==> config.mk <==
export PLATFORM = sky130hd
export DESIGN_NAME = mmio_result_port
export DESIGN_NICKNAME = d
export VERILOG_FILES = /design/src/rtl/mmio_pkg.sv /design/src/rtl/mmio_addr_decode.sv /design/src/rtl/mmio_result_port.sv
export SDC_FILE = /design/constraint.sdc
export NUM_CORES = 1
export LEC_CHECK = 0
export ABC_AREA = 1
export CORE_MARGIN = 8
export CORE_UTILIZATION = 49
export DETAILED_ROUTE_END_ITERATION = 10
export MAX_ROUTING_LAYER = met4
export PLACE_DENSITY = 0.81
export SYNTH_ARGS = -nofsm -noshare
export SYNTH_HDL_FRONTEND = slang
export SYNTH_HIERARCHICAL = 1
export SYNTH_SLANG_ARGS = --single-unit
==> constraint.sdc <==
create_clock -name clk -period 2.8 [get_ports clk]
set_input_delay 0.56 -clock clk [delete_from_list [all_inputs] [get_ports clk]]
set_output_delay 0.56 -clock clk [all_outputs]
set_load 0.005 [all_outputs]
==> src/rtl/mmio_pkg.sv <==
// Shared types and default address map for the MMIO result port.
// The status encoding is also the value software reads from the status word.
package mmio_pkg;

   localparam int unsigned ADDR_W = 32;
   localparam int unsigned DATA_W = 32;
   localparam int unsigned CNT_W  = 16;

   typedef enum logic [1:0] {
      ST_RUN     = 2'd0,
      ST_PASS    = 2'd1,
      ST_FAIL    = 2'd2,
      ST_TIMEOUT = 2'd3
   } status_e;

   localparam logic [ADDR_W-1:0] MMIO_SCRATCH  = 32'd96;
   localparam logic [ADDR_W-1:0] MMIO_RESULT   = 32'd100;
   localparam logic [ADDR_W-1:0] MMIO_STATUS   = 32'd104;
   localparam logic [ADDR_W-1:0] MMIO_CYCLE    = 32'd108;
   localparam logic [DATA_W-1:0] MMIO_EXPECTED = 32'd7;
   localparam int unsigned       MMIO_TIMEOUT  = 4096;

endpackage

==> src/rtl/mmio_addr_decode.sv <==
// Full-width address decoder for the four MMIO words.
// It also flags stores that are not word-aligned.
module mmio_addr_decode
   import mmio_pkg::*;
#(
   parameter logic [ADDR_W-1:0] SCRATCH_ADDR = MMIO_SCRATCH,
   parameter logic [ADDR_W-1:0] RESULT_ADDR  = MMIO_RESULT,
   parameter logic [ADDR_W-1:0] STATUS_ADDR  = MMIO_STATUS,
   parameter logic [ADDR_W-1:0] CYCLE_ADDR   = MMIO_CYCLE
) (
   input  logic [ADDR_W-1:0] data_memory_addr,
   output logic              is_scratch,
   output logic              is_result,
   output logic              is_status,
   output logic              is_cycle,
   output logic              misaligned
);

   assign is_scratch = (data_memory_addr == SCRATCH_ADDR);
   assign is_result  = (data_memory_addr == RESULT_ADDR);
   assign is_status  = (data_memory_addr == STATUS_ADDR);
   assign is_cycle   = (data_memory_addr == CYCLE_ADDR);
   assign misaligned = (data_memory_addr[1:0] != 2'b00);

endmodule

==> src/rtl/mmio_result_port.sv <==
// Memory-mapped run verdict: watches CPU stores, decides PASS/FAIL/TIMEOUT,
// and offers a zero-latency read-back of scratch, result, status and cycle count.
module mmio_result_port
   import mmio_pkg::*;
#(
   parameter logic [ADDR_W-1:0] SCRATCH_ADDR   = MMIO_SCRATCH,
   parameter logic [ADDR_W-1:0] RESULT_ADDR    = MMIO_RESULT,
   parameter logic [ADDR_W-1:0] STATUS_ADDR    = MMIO_STATUS,
   parameter logic [ADDR_W-1:0] CYCLE_ADDR     = MMIO_CYCLE,
   parameter logic [DATA_W-1:0] EXPECTED       = MMIO_EXPECTED,
   parameter int unsigned       TIMEOUT_CYCLES = MMIO_TIMEOUT
) (
   input  logic              clk,
   input  logic              reset,
   input  logic              mem_write,
   input  logic [ADDR_W-1:0] data_memory_addr,
   input  logic [DATA_W-1:0] write_data,
   output logic [DATA_W-1:0] read_data,
   output logic              hit,
   output logic              done,
   output logic              pass,
   output logic              fail,
   output logic [1:0]        status,
   output logic [ADDR_W-1:0] fail_addr,
   output logic [DATA_W-1:0] fail_data,
   output logic [31:0]       cycle_count,
   output logic [CNT_W-1:0]  store_count
);

   localparam logic [31:0] LAST_RUN_CYCLE = 32'(TIMEOUT_CYCLES - 1);

   logic is_scratch, is_result, is_status, is_cycle, misaligned;

   status_e           state_q, state_d;
   logic [DATA_W-1:0] scratch_q, scratch_d;
   logic [DATA_W-1:0] result_q, result_d;
   logic [ADDR_W-1:0] fail_addr_q, fail_addr_d;
   logic [DATA_W-1:0] fail_data_q, fail_data_d;
   logic [31:0]       cycle_count_q, cycle_count_d;
   logic [CNT_W-1:0]  store_count_q, store_count_d;
   logic              done_q, done_d;
   logic              pass_q, pass_d;
   logic              fail_q, fail_d;

   mmio_addr_decode #(
      .SCRATCH_ADDR (SCRATCH_ADDR),
      .RESULT_ADDR  (RESULT_ADDR),
      .STATUS_ADDR  (STATUS_ADDR),
      .CYCLE_ADDR   (CYCLE_ADDR)
   ) u_decode (
      .data_memory_addr (data_memory_addr),
      .is_scratch       (is_scratch),
      .is_result        (is_result),
      .is_status        (is_status),
      .is_cycle         (is_cycle),
      .misaligned       (misaligned)
   );

   // Verdict FSM and counters; terminal states hold everything frozen.
   always_comb begin
      state_d       = state_q;
      scratch_d     = scratch_q;
      result_d      = result_q;
      fail_addr_d   = fail_addr_q;
      fail_data_d   = fail_data_q;
      cycle_count_d = cycle_count_q;
      store_count_d = store_count_q;

      if (state_q == ST_RUN) begin
         cycle_count_d = cycle_count_q + 32'd1;
         if (mem_write) begin
            if (store_count_q != {CNT_W{1'b1}}) begin
               store_count_d = store_count_q + CNT_W'(1);
            end
            if (misaligned) begin
               state_d     = ST_FAIL;
               fail_addr_d = data_memory_addr;
               fail_data_d = write_data;
            end else if (is_result) begin
               result_d = write_data;
               if (write_data == EXPECTED) begin
                  state_d = ST_PASS;
               end else begin
                  state_d     = ST_FAIL;
                  fail_addr_d = data_memory_addr;
                  fail_data_d = write_data;
               end
            end else if (is_scratch) begin
               scratch_d = write_data;
            end else begin
               state_d     = ST_FAIL;
               fail_addr_d = data_memory_addr;
               fail_data_d = write_data;
            end
         end else if (cycle_count_q == LAST_RUN_CYCLE) begin
            state_d = ST_TIMEOUT;
         end
      end

      done_d = (state_d != ST_RUN);
      pass_d = (state_d == ST_PASS);
      fail_d = (state_d == ST_FAIL) || (state_d == ST_TIMEOUT);
   end

   always_ff @(posedge clk) begin
      if (reset) begin
         state_q       <= ST_RUN;
         scratch_q     <= '0;
         result_q      <= '0;
         fail_addr_q   <= '0;
         fail_data_q   <= '0;
         cycle_count_q <= '0;
         store_count_q <= '0;
         done_q        <= 1'b0;
         pass_q        <= 1'b0;
         fail_q        <= 1'b0;
      end else begin
         state_q       <= state_d;
         scratch_q     <= scratch_d;
         result_q      <= result_d;
         fail_addr_q   <= fail_addr_d;
         fail_data_q   <= fail_data_d;
         cycle_count_q <= cycle_count_d;
         store_count_q <= store_count_d;
         done_q        <= done_d;
         pass_q        <= pass_d;
         fail_q        <= fail_d;
      end
   end

   // Read mux is purely combinational so a single-cycle load sees it in time.
   always_comb begin
      read_data = '0;
      if (is_scratch) begin
         read_data = scratch_q;
      end else if (is_result) begin
         read_data = result_q;
      end else if (is_status) begin
         read_data = {30'b0, state_q};
      end else if (is_cycle) begin
         read_data = cycle_count_q;
      end
   end

   assign hit         = is_scratch | is_result | is_status | is_cycle;
   assign done        = done_q;
   assign pass        = pass_q;
   assign fail        = fail_q;
   assign status      = state_q;
   assign fail_addr   = fail_addr_q;
   assign fail_data   = fail_data_q;
   assign cycle_count = cycle_count_q;
   assign store_count = store_count_q;

endmodule

-- Word level (Yosys, flattened, before mapping)
Index checks and enable logic that the tools add are counted.
- memory bits (read-only): 0
- bits in latches: 0
- memories kept: 0
- input bits: 67
- flip-flop bits (word level): 181
- logic and storage cells: 56
- RAM bits: 0
- output and inout bits: 150
- divide/modulo/power cells: 0
- reduce and logical (&&, ||, !) cells: 8
- bitwise logic cells: 5
- shift operators: 0
- order comparisons: 0
- multiply operators: 0
- $add $sub $neg: 2
- multiplexer cells: 19
- equality and inequality tests: 12
- operator list (operator ; count):
    two-way mux 32 bit ; 12
    == test 32 x 7 -> 1 bit (second input constant) ; 4
    adder 32 x 1 -> 32 bit (second input constant) ; 1
    == test 32 x 12 -> 1 bit (second input constant) ; 1
    == test 32 x 3 -> 1 bit (second input constant) ; 1
    adder 16 x 1 -> 16 bit (second input constant) ; 1
    != test 16 bit (second input constant) ; 1
    two-way mux 2 bit ; 7
    AND reduction 4 bit ; 2
    AND reduction 5 bit ; 1
    == test 2 bit (second input constant) ; 2
    nonzero test 2 bit ; 2
    != test 3 x 1 -> 1 bit (second input constant) ; 1
    != test 3 bit (second input constant) ; 1
    bitwise OR 1 bit ; 3
    AND reduction 3 bit ; 1
    == test 2 x 1 -> 1 bit (second input constant) ; 1
    logical NOT 2 bit ; 1
    inverter 1 bit ; 2
    logical OR 1 bit ; 1

-- Longest topological paths before layout
Gate-level depths: netlist of the first run.
- word-level depth: 8
- gate-level depth with buffers: 15
- mapped depth without buffers: 14

-- Modules after synthesis
Netlist of the first run, hierarchy kept.
- modules (own cells, without submodules) (module ; times used ; area each (µm²) ; cells each ; seq. area each (µm²)):
    mmio_result_port ; 1 ; 8270.4 ; 1181 ; 3623.5
    mmio_addr_decode ; 1 ; 209.0 ; 51 ; 0.0

-- Worst setup path before layout of the first run
Ideal clock, no wire load.
- path type: input to output
- start: in data_memory_addr[15]
- end: out read_data[10]
- slack: 320 ps
- buffers on the path: 2
- arrival: 1920 ps
- cell stages on the path: 9
- data required time: 2240 ps
- path through: nor2_1 nand2_1 nor2_4 nand2_1 nor2_1 clkbuf_1 buf_1 a21oi_1 a22oi_1
- elaborated cells on any way between the ends: 8
- classes of those cells: 4 x eq/ne; 4 x mux
- RTL lines (what ; RTL line ; source):
    start, declared ; mmio_result_port.sv:16 ; input logic [ADDR_W-1:0] data_memory_addr,
    == test 32 x 7 -> 1 bit ; mmio_addr_decode.sv:19 ; assign is_scratch = (data_memory_addr == SCRATCH_ADDR);
    named net is_scratch ; mmio_result_port.sv:32 ; logic is_scratch, is_result, is_status, is_cycle, misaligned;
    two-way mux 32 bit ; mmio_result_port.sv:134 ; if (is_scratch) begin
    end, declared ; mmio_result_port.sv:18 ; output logic [DATA_W-1:0] read_data,
The timed path passes the listed nets, and every way through them passes these cells.

-- Worst setup path after layout of the first run
- start: in data_memory_addr[9]
- end: out read_data[12]
Same word-level chain as after synthesis.

==> results of run 1 <==
==> path summary, 6_finish.rpt <==
kind         slack [ns]            startpoint         endpoint  depth (start not counted)
max              0.0004   data_memory_addr[9]    read_data[12]                         15
min reg2reg        0.46         scratch_q[29]    scratch_q[29]                          2
max reg2reg        0.68             status[1]  cycle_count[14]                          7
min                0.38  data_memory_addr[11]    fail_addr[11]                          3
==> routing by layer <==
layer | vias to the layer above | GRT usage
met1 | 4320 | 0.330
met4 | 0 | 0.107
met2 | 494 | 0.443
met5 | - | -
met3 | 70 | 0.0666
li1 | 4487 | -
==> state kept, by name, indices dropped and copies added, names as in the netlist <==
signal	cells
cycle_count	32
done	1
fail	1
fail_addr	32
fail_data	32
pass	1
result_q	32
scratch_q	32
status	2
store_count	16
==> where the power goes <==
group	switching [W]	internal (W)	leakage (nW)	total, W
Sequential	0.0000679	0.00268	1.47	0.00275
Combinational	0.000378	0.000373	3.05	0.000751
Clock	0.00108	0.00126	0.272	0.00234
==> stage by stage <==
| step | util | power (W) | hold WS [ns] | cells | cell area (µm²) |
|---|---|---|---|---|---|
| after detailed placement | 0.647 | 0.00355 | 0.446 | 1651 | 11100 |
| after floorplan | - | 0.00312 | 0.430 | 1232 | 8480 |
| after global routing | 0.705 | 0.00605 | 0.366 | 1709 | 12100 |
| after global placement | 0.647 | 0.00353 | 0.440 | 1651 | 11100 |
| final | 0.705 | 0.00584 | 0.379 | 1709 | 12100 |
| after CTS | 0.696 | 0.00584 | 0.389 | 1704 | 11900 |
==> repair_timing <==
action	4_1_cts	5_1_grt
gates cloned	5	1
endpoints found under the setup margin	39	82
pin swaps	41	44
buffers inserted	16	5
endpoints found under the hold margin	0	0
gates resized for setup	248	99
==> area by class of cell <==
cell class                 instances  area (µm²)
clock inverter                    13         123
clock buffer                      19         443
sequential                       181        3620
timing repair buffer             283        2710
multi-input combinational        860        4400
fill                            1388        5050
inverter                         128         489
tap                              225         282
==> synthesized netlist by cell type <==
master      n
nor3b_2     1
o211ai_1    2
buf_2      15
a221oi_1    2
nor2_4      3
buf_4       2
nand2_2     5
buf_1       6
dfxtp_1   181
xor2_1      6
nor3_2      7
inv_2       8
ha_1        2
o21ai_0   126
nor3_1     20
o22ai_1     2
nor2_1    238
nor3_4      2
a21oi_1   119
nand3_1    55
nand2_4     1
a22oi_1    28
nand3_2     2
nor3b_1     3
buf_6       7
o21ai_1    24
a21oi_2     1
nand3b_1    3
inv_1     120
nand4_1     9
clkbuf_1   33
or2_0       1
xnor2_1     2
and3_1      1
nor2_2      9
o21ba_1     1
nand2_1   185
==> cell families after synthesis <==
| family | count (synthesis) |
|---|---|
| and+or+nand+nor | 545 |
| AOI/OAI and AO/OA | 305 |
| buffers and inverters | 191 |
| DFF | 181 |
| xor gates and xnor gates | 8 |
| adders and majority gates | 2 |
==> worst register-to-register path, delay by kind of cell (launching register included) <==
family,cells,cell delay (ns)
simple gates,5,1.33
flops,1,0.38
compound gates,2,0.28
==> results.md, run 1 <==
- GR Util All Layers: 0.276
- Final period utilization: 1.00
- CTS root buf: clkbuf_16
- Adder-Cell Fraction of Synth Area: 0.00295
- Metal3 WL: 2750 µm
- DR iter-0 viols: 909
- Mux cell area share after synthesis: 0
- Syn_nets: 1301
- CTS HTree Levels: 4
- CTS max path bufs: 2
- Wire per inst: 17.7 µm
- Setup slack after layout: 0.000367 ns
- Die Y: 148 µm
- Die ar.: 21800 µm²
- Cells after Synth: 1232
- Fin. max-slew vios: 0
- Distinct cells, synth: 37
- Cell accounting for the most synthesized area: dfxtp_1
- Worst setup SP type: primary input
- Commonest non-fill, non-tap cell in the layout: nor2_1
- DP Wirelength: 20500 µm
- Warnings, synthesis: 6
- Layout Nets: 1540
- Seq/Total Area, Yosys: 0.427
- Setup tns final: 0 ns
- Global route total overflow: 0
- CTS tree: yes
- Area grow syn2layout: 42.3%
- Largest net degree at the start of global routing: 84
- Pre-CTS setup slack: -0.689 ns
- Drt via density: 5.48
- Clk Latency, worst-skew pair: 0.44 ns
- Critical Path Max Stage Delay: 0.16 ns
- Max transition margin: 0.659
- Drt first pass iters: 6
- Mapped Avg Cell Area: 6.88 µm²
- Worst-path clk slew: 0.07 ns
- Buffers plus inverters on the worst setup path: 8
- Initial antenna violation count: 0
- Measured slew at the worst slew-check pin: 0.511 ns
- Simple-gate share of the synthesized area: 0.277
- GPL Wtd Cong: 0.917
- CP max stage cell: nor2_4
- Critical path class: in -> out
- Pleak: 4.79 nW
- Clock Skew: 0.0132 ns
- Fmax: 0.357 GHz
- Data required, critical path: 2.24 ns
- Chip width: 148 µm
- Worst path cell trace: buf_8 -> nor2_4 -> nand2_2 -> nor2_4 -> buf_4 -> buf_4 -> buf_4 -> nand2_2 -> nor2_4 -> buf_6 -> buf_8 -> inv_6 -> nand3_2 -> o211ai_1 -> buf_2
- Crit. End Element: primary output
- Top routing layer used: met4
- First-pass GRT wire length: 46900 µm
- Synth Area in Compound Gates: 0.191
- Residual DRC count: 0
- Hold WC Path Type: in -> reg
- Core Region: 17100 µm²
- Pwr dens: 484 nW/µm²
- Port bufs: 216
- Top Family by Delay on Critical Path: buffers and inverters
- Cts bufs inserted: 17
- Xor/xnor share of the synthesized area: 0.00826
- Unrepaired setup endpoints after global routing: true
- CP arrival: 2.24 ns
- Status: finished, final reports clean
- Number of global-route vias before repair: 8873
- Antenna diodes: 0
- Peak supply drop: 0.431 mV
- Met1 WL: 12100 µm
- Starting Density: 0.495
- Commonest cells after routing, fill and taps aside: nor2_1 (216), dfxtp_1 (181), nand2_1 (173)
- Post-route ant nets: 0
- Ratio of cells with drive above 1 in the final layout: 0.179
- Final WL: 30300 µm
- Hold violation count in the final report: 0
- Max-cap violation count: 0
- Via Count: 9371
- WL met2: 14600 µm
- Main combinational cell family by area after synthesis: simple AND/OR/NAND/NOR gates
- Top Ports: 217
- Synth top area cells: dfxtp_1 (43%), nor2_1 (11%), nand2_1 (8.2%), o21ai_0 (7.4%), a21oi_1 (7.0%)
- Synth Register Bits: 181
- Clock Sinks: 181
- Placement Rows: 48
- Post-synth top area share: 0.427
- Max FO, Critical Path: 9
- Post-Syn Area: 8480 µm²
- Final min period: 2.80 ns
- # hold bufs at CTS: 0
- # setup viols final: 0
No activity file was read; power rests on OpenSTA's default activity.
==> run 2, diff against run 1 <==
--- a/config.mk
+++ b/config.mk
@@ -11,6 +11,7 @@
 export DETAILED_ROUTE_END_ITERATION = 10
 export MAX_ROUTING_LAYER = met4
 export PLACE_DENSITY = 0.81
+export SKIP_CTS_REPAIR_TIMING = 1
 export SYNTH_ARGS = -nofsm -noshare
 export SYNTH_HDL_FRONTEND = slang
 export SYNTH_HIERARCHICAL = 1
==> constraint.sdc (replaced) <==
create_clock -name clk -period 3.2 [get_ports clk]
set_input_delay 0.64 -clock clk [delete_from_list [all_inputs] [get_ports clk]]
set_output_delay 0.64 -clock clk [all_outputs]
set_load 0.005 [all_outputs]
==> results.md, run 2 (same netlist as run 1, synthesis figures left out) <==
- # setup viols final: 0 (unchanged)
- Status: finished, final reports clean (unchanged)
- Area grow syn2layout: 41.9% (was 42.3%)
- Pwr dens: 421 nW/µm² (was 484 nW/µm²)
- Commonest non-fill, non-tap cell in the layout: nor2_1 (unchanged)
- Antenna diodes: 0 (unchanged)
- Fin. max-slew vios: 0 (unchanged)
- Worst setup SP type: primary input (unchanged)
- Clock Skew: 0.0121 ns (was 0.0132 ns)
- Global route total overflow: 0 (unchanged)
- CP arrival: 2.45 ns (was 2.24 ns)
- Pre-CTS setup slack: -0.504 ns (was -0.689 ns)
- Setup tns final: 0 ns (unchanged)
- Register area: 3620 µm² (unchanged)
- CTS HTree Levels: 4 (unchanged)
- Peak supply drop: 0.372 mV (was 0.431 mV)
- Drt first pass iters: 7 (was 6)
- Number of global-route vias before repair: 8580 (was 8873)
- Worst R2R Path Depth: 8 (was 7)
- CTS max path bufs: 2 (unchanged)
- Die Y: 148 µm (unchanged)
- Fmax: 0.324 GHz
- Post-route ant nets: 0 (unchanged)
- Wire per inst: 17.6 µm (was 17.7 µm)
- Clock Sinks: 181 (unchanged)
- Finished layout cell area: 12000 µm² (was 12100 µm²)
- Placement Rows: 48 (unchanged)
- Ratio of cells with drive above 1 in the final layout: 0.0986 (was 0.179)
- Core Region: 17100 µm² (unchanged)
- Data required, critical path: 2.56 ns (was 2.24 ns)
- Worst path cell trace: dlymetal6s2s_1 -> nor2_1 -> nand2_1 -> nor2_2 -> nand2_4 -> nor2_4 -> inv_2 -> nor2_4 -> buf_4 -> clkbuf_16 -> nand3_1 -> a22oi_1 -> dlymetal6s2s_1 (was buf_8 -> nor2_4 -> nand2_2 -> nor2_4 -> buf_4 -> buf_4 -> buf_4 -> nand2_2 -> nor2_4 -> buf_6 -> buf_8 -> inv_6 -> nand3_2 -> o211ai_1 -> buf_2)
- Starting Density: 0.495 (unchanged)
- Setup slack after layout: 0.109 ns (was 0.000367 ns)
- Critical Path Max Stage Delay: 0.20 ns (was 0.16 ns)
- Cts bufs inserted: 17 (unchanged)
- Via Count: 9353 (was 9371)
- Layout Nets: 1526 (was 1540)
- Fill cell count: 1395 (was 1388)
- Residual DRC count: 0 (unchanged)
- Area taken by multi-input logic gates: 4160 µm² (was 4400 µm²)
- Commonest cells after routing, fill and taps aside: nor2_1 (228), nand2_1 (182), dfxtp_1 (181) (was nor2_1 (216), dfxtp_1 (181), nand2_1 (173))
- Top Ports: 217 (unchanged)
- Placed cell areas: 11100 µm² (unchanged)
- Final WL: 29900 µm (was 30300 µm)
- DP Wirelength: 20700 µm (was 20500 µm)
- Hold WC Path Type: reg -> reg (was in -> reg)
- DR iter-0 viols: 864 (was 909)
- CTS root buf: clkbuf_16 (unchanged)
- Measured slew at the worst slew-check pin: 0.537 ns (was 0.511 ns)
- Clk Latency, worst-skew pair: 0.44 ns (about the same)
- Chip width: 148 µm (unchanged)
- Worst-path clk slew: 0.07 ns (about the same)
- Max FO, Critical Path: 11 (was 9)
- Max transition margin: 0.642 (was 0.659)
- CP max stage cell: dlymetal6s2s_1 (was nor2_4)
- Unrepaired setup endpoints after global routing: false (was true)
- Hold depth: 2 (was 3)
- Largest net degree at the start of global routing: 63 (was 84)
- CTS tree: yes (unchanged)
- Final min period: 3.09 ns
- Die ar.: 21800 µm² (unchanged)
- Hold violation count in the final report: 0 (unchanged)
- Pleak: 5.45 nW (was 4.79 nW)
- First-pass GRT wire length: 44300 µm (was 46900 µm)
- Crit. End Element: primary output (unchanged)
- Max-cap violation count: 0 (unchanged)
- Initial antenna violation count: 0 (unchanged)
- Port bufs: 216 (unchanged)
- Critical path class: in -> out (unchanged)
- Drt via density: 5.52 (was 5.48)
- GPL Wtd Cong: 0.939 (was 0.917)
- GR Util All Layers: 0.259 (was 0.276)
- Final period utilization: 0.966
## run 2: cell count changes in the layout (fill, tap and decap cells not counted), sizes merged
cell / change
bufinv: -1
buf: -58
clkdlybuf4s15: -1
dlygate4sd2: -2
dlymetal6s2s: +64
inv: +4
clkinvlp: -1
clkinv: -1
clkbuf: -18
## run 2: final timing paths
kind,startpoint,to,slack (ns)
hold reg to reg,scratch_q[16],scratch_q[16],0.45
hold / removal,scratch_q[16],scratch_q[16],0.45
setup / recovery,data_memory_addr[16],read_data[23],0.11
setup reg to reg,status[1],cycle_count[22],1.10
## run 2: final cells by class
class,instances,share of cell area
Multi-Input combinational cell,860,0.345
Timing Repair Buffer,269,0.244
Clock buffer,18,0.0365
Sequential cell,181,0.301
Clock inverter,14,0.00957
Tap cell,225,0.0234
Inverter,128,0.0400
## run 2: worst max-delay path, delay by kind of cell
| kind | cells | cell delay (ns) |
|---|---|---|
| buffers and inverters | 5 | 0.72 |
| AO/OA/AOI/OAI | 1 | 0.16 |
| AND/OR/NAND/NOR | 7 | 0.92 |
## run 2: layer usage
metal	track usage	vias to the layer above	share of wire
met5	-	-	0
met4	0.108	0	0.031
met1	0.306	4338	0.40
li1	-	4471	-
met2	0.415	484	0.47
met3	0.0624	60	0.095
## run 2: through the flow
step / hold slack [ns] / power, W / utilization / cells
CTS: 0.457 / 0.00508 / 0.679 / 1683
detailed placement: 0.446 / 0.00311 / 0.647 / 1651
global route: 0.478 / 0.00526 / 0.703 / 1695
finish: 0.452 / 0.00507 / 0.703 / 1695
floorplan: 0.430 / 0.00273 / - / 1232
global placement: 0.437 / 0.00309 / 0.647 / 1651
## run 2: report_power, final
part	switching (W)	internal, W	leakage [nW]	total [W]
registers	0.0000588	0.00235	1.47	0.00241
clock network	0.000974	0.00104	0.271	0.00201
logic	0.000324	0.000330	3.70	0.000654
